File: config.mk
export PLATFORM = sky130hd
export DESIGN_NAME = fifo_rd_drain
export DESIGN_NICKNAME = d
export VERILOG_FILES = /design/src/rtl/fifo_pkg.sv /design/src/rtl/skid_buf2.sv /design/src/rtl/fifo_rd_drain.sv
export SDC_FILE = /design/constraint.sdc
export NUM_CORES = 1
export LEC_CHECK = 0
export ABC_AREA = 1
export CAP_MARGIN = 20
export CORE_MARGIN = 3
export CORE_UTILIZATION = 51
export DETAILED_ROUTE_END_ITERATION = 10
export PLACE_DENSITY_LB_ADDON = 0.12
export SLEW_MARGIN = 20
export SYNTH_ARGS = -nofsm -noshare
export SYNTH_HDL_FRONTEND = slang
export SYNTH_HIERARCHICAL = 1
export SYNTH_SLANG_ARGS = --single-unit
export TNS_END_PERCENT = 20
File: constraint.sdc
create_clock -name rclk -period 1.6 [get_ports rclk]
set_input_delay 0.32 -clock rclk [delete_from_list [all_inputs] [get_ports rclk]]
set_output_delay 0.32 -clock rclk [all_outputs]
set_load 0.005 [all_outputs]
File: src/rtl/fifo_pkg.sv
`default_nettype none
// ============================================================================
// Module      : fifo_pkg
// Description : Shared types and constants for the async FIFO read-side drain.
// Revision    : 1.0 - initial release
// ============================================================================
package fifo_pkg;

    localparam int FIFO_DATA_WIDTH = 8;

    // Occupancy of the 2-entry drain buffer; encoding 3 never occurs
    typedef logic [1:0] buf_cnt_t;

    localparam buf_cnt_t CNT_EMPTY = 2'd0;
    localparam buf_cnt_t CNT_ONE   = 2'd1;
    localparam buf_cnt_t CNT_FULL  = 2'd2;

    function automatic logic buf_has_room(input buf_cnt_t cnt);
        return (cnt < CNT_FULL);
    endfunction

endpackage
`default_nettype wire

File: src/rtl/skid_buf2.sv
`default_nettype none
// ============================================================================
// Module      : skid_buf2
// Description : Two-entry in-order buffer with push, pop and synchronous flush.
// Revision    : 1.0 - initial release
// ============================================================================
module skid_buf2
    import fifo_pkg::*;
#(
    parameter int DATA_WIDTH = FIFO_DATA_WIDTH
) (
    input  logic                  clk,
    input  logic                  rst,
    input  logic                  i_push,
    input  logic [DATA_WIDTH-1:0] i_push_data,
    input  logic                  i_pop,
    input  logic                  i_flush,
    output logic                  o_valid,
    output logic [DATA_WIDTH-1:0] o_head,
    output buf_cnt_t              o_count
);

    logic [DATA_WIDTH-1:0] r_head;
    logic [DATA_WIDTH-1:0] r_tail;
    buf_cnt_t              r_count;
    logic                  r_valid;

    logic [DATA_WIDTH-1:0] w_head_nxt;
    logic [DATA_WIDTH-1:0] w_tail_nxt;
    buf_cnt_t              w_count_nxt;
    logic                  w_push;
    logic                  w_pop;
    logic                  w_push_to_head;

    always_comb begin
        w_head_nxt     = r_head;
        w_tail_nxt     = r_tail;
        w_count_nxt    = r_count;
        w_push         = i_push & buf_has_room(r_count) & ~i_flush;
        w_pop          = i_pop & (r_count != CNT_EMPTY) & ~i_flush;
        // New word lands in head whenever head will be vacant after this edge
        w_push_to_head = (r_count == CNT_EMPTY) | ((r_count == CNT_ONE) & w_pop);

        if (i_flush) begin
            w_count_nxt = CNT_EMPTY;
        end else begin
            if (w_pop) begin
                w_head_nxt = r_tail;
            end
            if (w_push) begin
                if (w_push_to_head) begin
                    w_head_nxt = i_push_data;
                end else begin
                    w_tail_nxt = i_push_data;
                end
            end
            case ({w_push, w_pop})
                2'b10:   w_count_nxt = r_count + CNT_ONE;
                2'b01:   w_count_nxt = r_count - CNT_ONE;
                default: w_count_nxt = r_count;
            endcase
        end
    end

    always_ff @(posedge clk) begin
        if (rst) begin
            r_head  <= '0;
            r_tail  <= '0;
            r_count <= CNT_EMPTY;
            r_valid <= 1'b0;
        end else begin
            r_head  <= w_head_nxt;
            r_tail  <= w_tail_nxt;
            r_count <= w_count_nxt;
            r_valid <= (w_count_nxt != CNT_EMPTY);
        end
    end

    assign o_valid = r_valid;
    assign o_head  = r_head;
    assign o_count = r_count;

endmodule
`default_nettype wire

File: src/rtl/fifo_rd_drain.sv
`default_nettype none
// ============================================================================
// Module      : fifo_rd_drain
// Description : Read-domain drain of the async FIFO into a valid/ready stream.
// Revision    : 1.0 - initial release
// ============================================================================
module fifo_rd_drain
    import fifo_pkg::*;
#(
    parameter int DATA_WIDTH = FIFO_DATA_WIDTH,
    parameter int CNT_WIDTH  = 16
) (
    input  logic                  rclk,
    input  logic                  rrst,
    input  logic                  en,
    input  logic                  flush,
    input  logic                  rempty,
    input  logic [DATA_WIDTH-1:0] rdata,
    output logic                  rinc,
    output logic                  out_valid,
    output logic [DATA_WIDTH-1:0] out_data,
    input  logic                  out_ready,
    output logic [CNT_WIDTH-1:0]  drain_cnt
);

    localparam logic [CNT_WIDTH-1:0] C_CNT_MAX = '1;

    buf_cnt_t              w_count;
    logic                  w_valid;
    logic [DATA_WIDTH-1:0] w_head;
    logic                  w_rinc;
    logic                  w_pop;
    logic [CNT_WIDTH-1:0]  r_drain_cnt;

    // Gate uses only the pre-pop occupancy so out_ready never reaches rinc
    assign w_rinc = ~rrst & en & ~rempty & ~flush & buf_has_room(w_count);
    assign w_pop  = w_valid & out_ready & ~flush;

    skid_buf2 #(
        .DATA_WIDTH (DATA_WIDTH)
    ) u_skid_buf2 (
        .clk         (rclk),
        .rst         (rrst),
        .i_push      (w_rinc),
        .i_push_data (rdata),
        .i_pop       (w_pop),
        .i_flush     (flush),
        .o_valid     (w_valid),
        .o_head      (w_head),
        .o_count     (w_count)
    );

    always_ff @(posedge rclk) begin
        if (rrst) begin
            r_drain_cnt <= '0;
        end else if (w_pop && (r_drain_cnt != C_CNT_MAX)) begin
            r_drain_cnt <= r_drain_cnt + 1'b1;
        end
    end

    assign rinc      = w_rinc;
    assign out_valid = w_valid;
    assign out_data  = w_head;
    assign drain_cnt = r_drain_cnt;

endmodule
`default_nettype wire

# Word level (Yosys, flattened, before mapping)
# Index checks and enable logic that the tools add are counted.
totals:
  reg_bits: 35
classes:
  n_lt_le_gt_ge: 1
  addsub: 3
  n_mux: 5
  n_eq_ne: 4
  n_reduce_logical: 5
  bitwise_logic: 16
op_table:
  columns: ["cell", "count"]
  rows:
  - ["8-bit 2-to-1 mux", 3]
  - ["16-bit by 1-bit adder with 16-bit output (second input constant)", 1]
  - ["16-bit inequality test (second input constant)", 1]
  - ["1-bit bitwise AND", 11]
  - ["2-bit by 1-bit equality test with 1-bit output (second input constant)", 2]
  - ["1-bit NOT", 4]
  - ["2-bit case mux with 2 select lines", 1]
  - ["2-bit nonzero test", 2]
  - ["3-bit AND reduction", 1]
  - ["2-bit by 1-bit adder with 2-bit output (second input constant)", 1]
  - ["2-bit equality test (second input constant)", 1]
  - ["2-bit zero test", 1]
  - ["2-bit less-than comparator (second input constant)", 1]
  - ["2-bit 2-to-1 mux", 1]
  - ["2-bit by 1-bit subtractor with 2-bit output (second input constant)", 1]
  - ["1-bit logical AND", 1]
  - ["1-bit OR", 1]

# Logic depth before layout (Yosys ltp)
logic_depth:
  depth_word: 11
  ltp_mapped: 11
  mapped_depth_nobuf: 10

# By module
# Netlist, hierarchy kept.
by_module_without_submodules:
  columns: ["module", "cells_each", "area_per_inst_um2", "instances"]
  rows:
  - ["skid_buf2", 126, 954.7, 1]
  - ["fifo_rd_drain", 152, 950.9, 1]

# Worst setup path after synthesis
# OpenSTA, ideal clock, no wires.
synth_path:
  path_type: "input to register"
  startpoint: "input port rrst"
  endpoint: "register u_skid_buf2.r_head[1], in the netlist u_skid_buf2/o_head[1]"
  arrival_ns: 1.467
  n_path_buf: 1
  stages: 9
  setup_ns: 0.135
  setup_slack_ns: -0.002
  cell_sequence: "inv_1 > nand2_1 > nor4_1 > nand3_2 > inv_2 > nand2_2 > buf_6 > o21ai_1 > nor2_1"
synth_via:
  elab_chain_cells: 8
synth_rtl:
  columns: ["element", "line_no", "source"]
  rows:
  - ["start, declared", "fifo_rd_drain.sv:14", "input logic rrst,"]
  - ["1-bit NOT", "fifo_rd_drain.sv:36", "assign w_rinc = ~rrst & en & ~rempty & ~flush & buf_has_room(w_count);"]
  - ["1-bit bitwise AND (4 in a row)", "fifo_rd_drain.sv:36", null]
  - ["named net rinc", "fifo_rd_drain.sv:19", "output logic rinc,"]
  - ["1-bit bitwise AND (2 in a row)", "skid_buf2.sv:39", "w_push = i_push & buf_has_room(r_count) & ~i_flush;"]
  - ["8-bit 2-to-1 mux", "skid_buf2.sv:50", "if (w_push) begin"]
  - ["end signal, assigned", "skid_buf2.sv:72", "r_head <= w_head_nxt;"]
  - ["end, declared", "skid_buf2.sv:23", "logic [DATA_WIDTH-1:0] r_head;"]
# The timed path passes the listed nets, and every way through them passes these cells.
# A chain may end at the register's enable or synchronous reset.

# Worst setup path after layout
layout_path:
  startpoint: "register r_drain_cnt[8], in the netlist drain_cnt[8]"
  endpoint: "output port drain_cnt[8]"
layout_lines:
  columns: ["element", "line_no", "source"]
  rows:
  - ["start, declared", "fifo_rd_drain.sv:33", "logic [CNT_WIDTH-1:0] r_drain_cnt;"]
  - ["start signal, assigned", "fifo_rd_drain.sv:57", "r_drain_cnt <= r_drain_cnt + 1'b1;"]
  - ["end, declared", "fifo_rd_drain.sv:23", "output logic [CNT_WIDTH-1:0] drain_cnt"]
# No word-level cell between the ends.

==> metrics <==
run status finished clean; Syn Area/Cell a little under 7 sq um; First-pass DRT Iterations 4; Cell Count Post-Placement roughly 380; Critical Path End Type output port; Die W roughly 67 microns; Area Overhead vs Synth 43.86%; clock sinks 35; Root Buffer clkbuf_8; largest net degree at the start of global routing 21; minimum clock period 1.562 ns; die area approximately 4500 sq um; relative slew slack 0.8238; Row Count 21; Reg2Reg Depth 10; IO Port Bufs 39; GRT Residual Overflow 0; Starting Density 0.5494; die height roughly 67 microns; synthesized flop and latch total 35; register area share after synthesis 0.3677; Cell Area, Synth roughly 1900 sq um; hold worst-path end u_skid_buf2/r_tail[6]; clk_skew 0.007363 ns; Max Cap Viol 0; Final nets about 360; GPL Wtd Cong ~0.86; fraction of layout instances using a drive strength above 1 0.2786; VDD IR max between 0.0005 and 0.0006 V; setup slack, reg-to-reg around 0.060 ns; post-route cell area roughly 2700 sq um; startpoint types register; number of vias per cell around 5.2; Detail Placement HPWL approximately 3.2 mm; worst hold slack about 0.47 ns; DP Area 2441 sq um; Util after Layout 0.7904; crit path kind register to output port; Final ANT Viol Nets 0; Final Hold Viols 0; initial antenna violation count 0; Req. time, crit path 1.28 ns; Max Clk Rate approximately 0.64 GHz; Clock Latency Late Sink 0.29 ns; WL final around 4.8 mm; TritonCTS clock tree built; Synth Net Count roughly 300; crit path DAT 1.24 ns; RR Startpoint u_skid_buf2/o_count[1]; HP Class register to register; first-pass GRT wire length ~7.7 mm; H-tree depth 2; Total GRT Usage 0.2209; WL/cell around 12 microns; vias in the first global route between 1500 and 2000; worst slew pin tran about 0.26 ns; Final Cycle Share 0.9764; antenna fix cells 0; Leak about 1.2 nW; total power around 1.8 mW; Crit Path Max Fanout 4; WHS Path Cells 2; CTS Buffer Depth 2; FILL cells 267; initial DRC count roughly 130; clock-pin slew on the worst setup and hold paths about 0.07 ns; Gate Count Post-Synth around 280; DRC Markers 0; RR Endpoint u_skid_buf2/o_head[0]; CTS Buf Count 5; endpoints failing setup 0; non-filler cells, final roughly 390; PwrDens 666.1 nW/um^2; IO Pins 40; core area about 3500 sq um; synth unique cells 28; warnings from Yosys 6; hold_buf cts 0; total number of vias between 2000 and 2500; Hold Path Origin u_skid_buf2/r_tail[6]; Final Max Slew Viols 0
[worst max-delay path by stage]
stage | startpoint | to
after detailed placement | flush | u_skid_buf2/o_head[1]
after CTS | rrst | rinc
after floorplan | rrst | u_skid_buf2/o_head[1]
after global placement | flush | rinc
after global routing | drain_cnt[1] | drain_cnt[8]
final | drain_cnt[8] | drain_cnt[8]
[final cells by class]
type,instances,area [sq um],share of cell area
sequential,35,714.4,0.2606
clock inverter,2,35.03,0.01278
tap,46,57.56,0.02099
inverter,21,83.83,0.03058
multi-input combinational,214,1162,0.4240
timing repair buffer,63,605.6,0.2209
clock buffer,6,82.58,0.03012
[synth_stat cells, drive strengths merged]
library cell | instances | area [sq um]
nor3 | 2 | 15.01
clkbuf | 1 | 5.000
inv | 21 | 78.83
buf | 7 | 63.80
o21ai | 8 | 55.05
ha | 3 | 37.54
nand2 | 92 | 360.4
a31oi | 2 | 12.51
o211ai | 1 | 7.510
dfxtp | 35 | 700.7
a21oi | 20 | 107.6
xnor2 | 3 | 26.28
nand4 | 5 | 31.28
nor4 | 1 | 6.260
nor2 | 44 | 190.2
nand3b | 1 | 7.510
nand3 | 32 | 200.2
[worst max-delay path, stage by stage (launching register included)]
cell             delay (ns)
dfxtp_2                0.34
buf_4                  0.13
clkdlybuf4s50_1        0.49
[timing repair]
action / 4_1_cts / 5_1_grt
cloned: 0 / 1
gates resized for setup: 4 / 46
setup endpoints to repair: 19 / 43
hold endpoints to repair: 0 / 0
pin swaps: 0 / 7
buffers inserted: 0 / 3
[stage by stage]
stage          setup TNS [ns]  worst slack, ns
2_1_floorplan               0           0.1286
3_3_place_gp           -8.164          -0.3374
3_5_place_dp           -9.594          -0.3906
4_1_cts               -0.1145         -0.05091
5_1_grt              -0.02091         -0.01889
6_report                    0          0.03781
[cells in the final DEF, fill, tap and decap left out, types with 6 or more instances in the layout]
cell | Yosys | layout
nand2_1 | 86 | 78
nor2_1 | 36 | 33
clkdlybuf4s50_1 | 0 | 33
dfxtp_1 | 35 | 24
nand3_1 | 24 | 22
buf_4 | 2 | 18
a21oi_1 | 18 | 17
inv_1 | 16 | 15
dfxtp_2 | 0 | 11
nand2_2 | 6 | 10
nor2_2 | 7 | 8
nand3_2 | 8 | 8
clkbuf_8 | 0 | 6
[power by group]
part	total [mW]	switching [mW]	internal (mW)
logic	0.120	0.0593	0.0603
registers	0.877	0.00262	0.875
clock network	0.829	0.325	0.504
[routing by layer]
| metal | GRT usage | share of wire | vias to the layer above |
|---|---|---|---|
| li1 | - | - | 1021 |
| met1 | 0.2621 | 0.43 | 945 |
| met2 | 0.3840 | 0.52 | 44 |
| met3 | 0.05228 | 0.039 | 4 |
| met4 | 0.08101 | 0.0093 | 0 |
| met5 | 0 | 0 | - |
[sequential cells by signal, indices dropped and copies added (netlist names)]
| signal | count |
|---|---|
| u_skid_buf2/r_tail | 8 |
| u_skid_buf2/o_valid | 1 |
| u_skid_buf2/o_count | 2 |
| u_skid_buf2/o_head | 8 |
| drain_cnt | 16 |
[cell families after synthesis]
group / after synthesis / share of synthesized area
and+or+nand+nor: 177 / 0.4255
AOI/OAI and AO/OA: 31 / 0.09587
buffers and inverters: 29 / 0.07747
xor gates and xnor gates: 3 / 0.01379
DFF: 35 / 0.3677
adders and majority gates: 3 / 0.01970
Power figures use the tool's default switching activity.
==> RTL edit 1 (same settings) <==
Reset style: asynchronous (`rrst` and `rst`), changed in 2 clocked blocks.
--- a/src/rtl/skid_buf2.sv
+++ b/src/rtl/skid_buf2.sv
@@ -62,7 +62,7 @@
         end
     end
 
-    always_ff @(posedge clk) begin
+    always_ff @(posedge clk or posedge rst) begin
         if (rst) begin
             r_head  <= '0;
             r_tail  <= '0;
--- a/src/rtl/fifo_rd_drain.sv
+++ b/src/rtl/fifo_rd_drain.sv
@@ -50,7 +50,7 @@
         .o_count     (w_count)
     );
 
-    always_ff @(posedge rclk) begin
+    always_ff @(posedge rclk or posedge rrst) begin
         if (rrst) begin
             r_drain_cnt <= '0;
         end else if (w_pop && (r_drain_cnt != C_CNT_MAX)) begin
Function: differs if rrst is asserted again (counterexample within 4 cycles, from zero or initial values and one cycle with rrst high); with rrst held inactive, the same outputs for 10 cycles.
==> RTL edit 1 against the original RTL <==
  * Area after synthesis increased by 11%
  * Maximum frequency fell by 2.0%
  * Non-clock buffer count fell by 5
  * Sequential share of layout area is 4.5 points higher
  * Wire length fell by 3.3%
  * Sequential cell count is the same
  * Via count down 4.8%
  * Setup slack lost 0.033 ns
  * Cell area up 6.1%
  * Count of clock-buffer cells in the layout stayed put
Power is not compared: it rests on default switching activity, and its combinational part moved more than twofold at a synthesized area within 25%.
==> RTL edit 1: results (changes against the original RTL) <==
* Run status: finished clean (unchanged)
* Main area contributors after synthesis: sky130_fd_sc_hd__dfrtp_1, sky130_fd_sc_hd__nand2_1, sky130_fd_sc_hd__inv_1 (was sky130_fd_sc_hd__dfxtp_1, sky130_fd_sc_hd__nand2_1, sky130_fd_sc_hd__nor2_1)
* Number of library cell types mapped by synthesis at 25 (was 28)
* Crit-path leading delay family: simple AND/OR/NAND/NOR gates (was buffers and inverters)
* Total routing resource utilization after global routing at 19.77% (was 22.09%)
* Post-synth top flop: sky130_fd_sc_hd__dfrtp_1 (was sky130_fd_sc_hd__dfxtp_1)
* Sum of routed wire length over all layers at 4671 um (was 4830 um)
* Post-DP Area at 0.002655 mm^2 (was 0.002441 mm^2)
* Count of nets after finishing at 361 (was 357)
* HPWL after detailed placement at 3217 um (was 3224 um)
* Worst Path Arrival at 1.77 ns (was 1.24 ns)
* Worst Clk Skew at 0.003790 ns (was 0.007363 ns)
* Crit path max fanout at 8 (was 4)
* Final weighted congestion in routability-driven placement at 0.8425 (was 0.8579)
* Worst slack, placed at -0.4512 ns (was -0.3906 ns)
* Worst slew slack as a fraction of its limit at 73.96% (was 82.38%)
* Amount of wire on met3 after detailed routing at 184 um (was 188 um)
* Seq/Total Area, Yosys at 41.22% (was 36.77%)
* Hold WC Path Type: input port to asynchronous set/reset pin (was flop to flop)
* Start-to-end type of the worst setup path: flop to flop (was flop to output port)
* Cell types with the highest counts after synthesis: sky130_fd_sc_hd__nand2_1, sky130_fd_sc_hd__inv_1, sky130_fd_sc_hd__dfrtp_1, sky130_fd_sc_hd__nor2_1, sky130_fd_sc_hd__o21ai_0 (was sky130_fd_sc_hd__nand2_1, sky130_fd_sc_hd__nor2_1, sky130_fd_sc_hd__dfxtp_1, sky130_fd_sc_hd__nand3_1, sky130_fd_sc_hd__a21oi_1)
* Maximum number of pins on one net before global-route repair at 20 (was 21)
* Violation count after the first detailed-routing iteration at 91 (was 132)
* Metal2 WL at 2400 um (was 2508 um)
* Post-Synthesis Net Count at 300 (was 295)
* Length in cells of the worst reg-to-reg path at 7 (was 10)
* First-pass GRT wire length at 8121 um (was 7679 um)
[RTL edit 1: cell type report]
class / count / area, um^2
sequential: 35 / 888.4
inverter: 49 / 187.7
clock inverter: 2 / 35.03
tap: 48 / 60.06
clock buffer: 6 / 82.58
timing repair buffer: 58 / 584.3
multi-input combinational: 195 / 1071
fill: 313 / 917.1
[RTL edit 1: repair_timing]
item,CTS,global route
cloned,1,1
pin swaps,3,4
endpoints found under the setup margin,29,43
gates resized for setup,7,19
setup buffers,3,1
[RTL edit 1: cells by family (layout without fill, tap and decap cells)]
logic type | Yosys count | in the layout | synth area share, %
AOI/OAI and AO/OA | 28 | 28 | 9.070
xor gates and xnor gates | 6 | 6 | 2.473
adders and majority gates | 3 | 3 | 1.767
buffers and inverters | 54 | 115 | 10.84
DFF | 35 | 35 | 41.22
and+or+nand+nor | 157 | 158 | 34.63
==> RTL edit 2 (same settings) <==
Made on the original files. Set the package constant `FIFO_DATA_WIDTH` to 12 (it was 8).
--- a/src/rtl/fifo_pkg.sv
+++ b/src/rtl/fifo_pkg.sv
@@ -6,7 +6,7 @@
 // ============================================================================
 package fifo_pkg;
 
-    localparam int FIFO_DATA_WIDTH = 8;
+    localparam int FIFO_DATA_WIDTH = 12;
 
     // Occupancy of the 2-entry drain buffer; encoding 3 never occurs
     typedef logic [1:0] buf_cnt_t;
Ports: changed (resized out_data and rdata); port bits go from 40 to 48. The function was not compared with the original's and may differ.
==> RTL edit 2 against the original RTL <==
  * Wire length up 20%
  * Sequential cell count up 8
  * Cell area up 16%
  * Sequential share of layout area increased by 1.6 points
  * Area after synthesis is 16% higher
  * Via count grew 18%
  * Critical path depth shrank 1
  * Utilization down 1.1 points
  * Setup slack better by 0.016 ns
  * Total power up 15%
  * Hold slack worse by 0.00099 ns
  * Combinational power up 31%
==> RTL edit 2: results (changes against the original RTL) <==
* Run status: finished clean (unchanged)
* Hold Path Origin: u_skid_buf2/r_tail[7] (was u_skid_buf2/r_tail[6])
* First-pass GRT wire length at 9066 um (was 7679 um)
* Worst slew slack as a fraction of its limit at 80.05% (was 82.38%)
* Number of input and output port buffers inserted at 47 (was 39)
* HPWL after detailed placement at 3888 um (was 3224 um)
* Total routing resource utilization after global routing at 22.29% (was 22.09%)
* End of the worst register-to-register path: drain_cnt[4] (was u_skid_buf2/o_head[0])
* Count of nets after finishing at 427 (was 357)
* Total number of vias at 2386 (was 2014)
* Highest cell delay on the worst timing path at 0.52 ns (was 0.49 ns)
* Length in cells of the worst reg-to-reg path at 8 (was 10)
* Cell types with the highest counts after synthesis: sky130_fd_sc_hd__nand2_1, sky130_fd_sc_hd__nor2_1, sky130_fd_sc_hd__dfxtp_1, sky130_fd_sc_hd__nand3_1, sky130_fd_sc_hd__a21oi_1 (unchanged)
* Static leakage at 0.001340 uW (was 0.001179 uW)
* Final weighted congestion in routability-driven placement at 0.8193 (was 0.8579)
* Maximum VDD drop at 0.6342 mV (was 0.5445 mV)
* Layout cell share with drive strength beyond 1 at 22.60% (was 27.86%)
* Post-Synthesis Net Count at 346 (was 295)
* Seq/Total Area, Yosys at 38.96% (was 36.77%)
* Maximum number of pins on one net before global-route repair at 29 (was 21)
* Sum of routed wire length over all layers at 5777 um (was 4830 um)
* Violation count after the first detailed-routing iteration at 109 (was 132)
* Number of global-route vias before repair at 2106 (was 1838)
* End of the worst hold path: u_skid_buf2/r_tail[7] (was u_skid_buf2/r_tail[6])
* Number of library cell types mapped by synthesis at 31 (was 28)
* Final worst hold slack at 0.4652 ns (was 0.4661 ns)
* Critical register-to-register path startpoint: drain_cnt[0] (was u_skid_buf2/o_count[1])
* Filler cells at 309 (was 267)
## RTL edit 2: changes by cell type in the layout (fill, tap and decap cells not counted), sizes merged, moves of 2 or more
cell / unedited run / this run
nor2: 44 / 51
o21ai: 8 / 12
nand2: 92 / 104
dfxtp: 35 / 43
inv: 21 / 23
clkbuf: 7 / 5
nand3: 32 / 39
a21oi: 20 / 24
buf: 23 / 38
clkdlybuf4s50: 33 / 39
dlygate4sd2: 1 / 4
## RTL edit 2: how the worst max path moves through the flow
stage / from / end / cells after the start
global placement: flush / rinc / 3
global route: drain_cnt[0] / drain_cnt[4] / 8
finish: drain_cnt[9] / drain_cnt[9] / 1
CTS: drain_cnt[7] / drain_cnt[7] / 1
floorplan: rrst / u_skid_buf2/o_head[11] / 9
detailed placement: flush / u_skid_buf2/r_tail[9] / 9
## RTL edit 2: final cells by class
cell class              count  share of cell area [%]
multi-input cells         249                   39.43
flip-flops and latches     43                   27.67
repair buffers             84                   24.45
inverters                  23                   2.948
clock buffers               5                   2.162
well taps                  50                   1.965
clock inverters             3                   1.376
## RTL edit 2: repair_timing
| action | 4_1_cts | 5_1_grt |
|---|---|---|
| pin swaps | 2 | 5 |
| hold buffers | 0 | 0 |
| gates resized for setup | 23 | 27 |
| setup buffers | 7 | 3 |
| endpoints found under the setup margin | 35 | 51 |
## RTL edit 2: kinds of logic after synthesis
family          count (synthesis)  synth area share [%]
flops                          43                 38.96
compound gates                 40                 10.08
simple gates                  203                 41.17
buf+inv                        33                 6.908
fa+ha+maj                       3                 1.699
xor+xnor                        3                 1.189
## RTL edit 2: stage by stage
| stage | TNS (ns) | utilization (%) | instances | setup slack, ns | instance area, um^2 |
|---|---|---|---|---|---|
| after global routing | 0 | 77.89 | 457 | 0.0001457 | 3183 |
| after detailed placement | -16.31 | 71.10 | 440 | -0.4878 | 2905 |
| final | 0 | 77.89 | 457 | 0.05359 | 3183 |
| after CTS | 0 | 75.93 | 455 | 0.002742 | 3103 |
| after global placement | -13.32 | 71.10 | 440 | -0.3997 | 2905 |
| after floorplan | 0 | - | 325 | 0.02002 | 2216 |
## RTL edit 2: report_power, final
group          switching (uW)  internal (uW)  leakage, uW
clock network             392            465    0.0000581
logic                    73.7           83.5     0.000928
registers                3.90           1070     0.000354
## RTL edit 2: layer usage
layer | vias up | part of all wire (%) | GRT usage [%]
met2 | 65 | 51 | 40.82
li1 | 1215 | - | -
met4 | 0 | 2.1 | 10.44
met3 | 11 | 4.5 | 4.769
met5 | - | 0 | 0
met1 | 1095 | 42 | 24.22
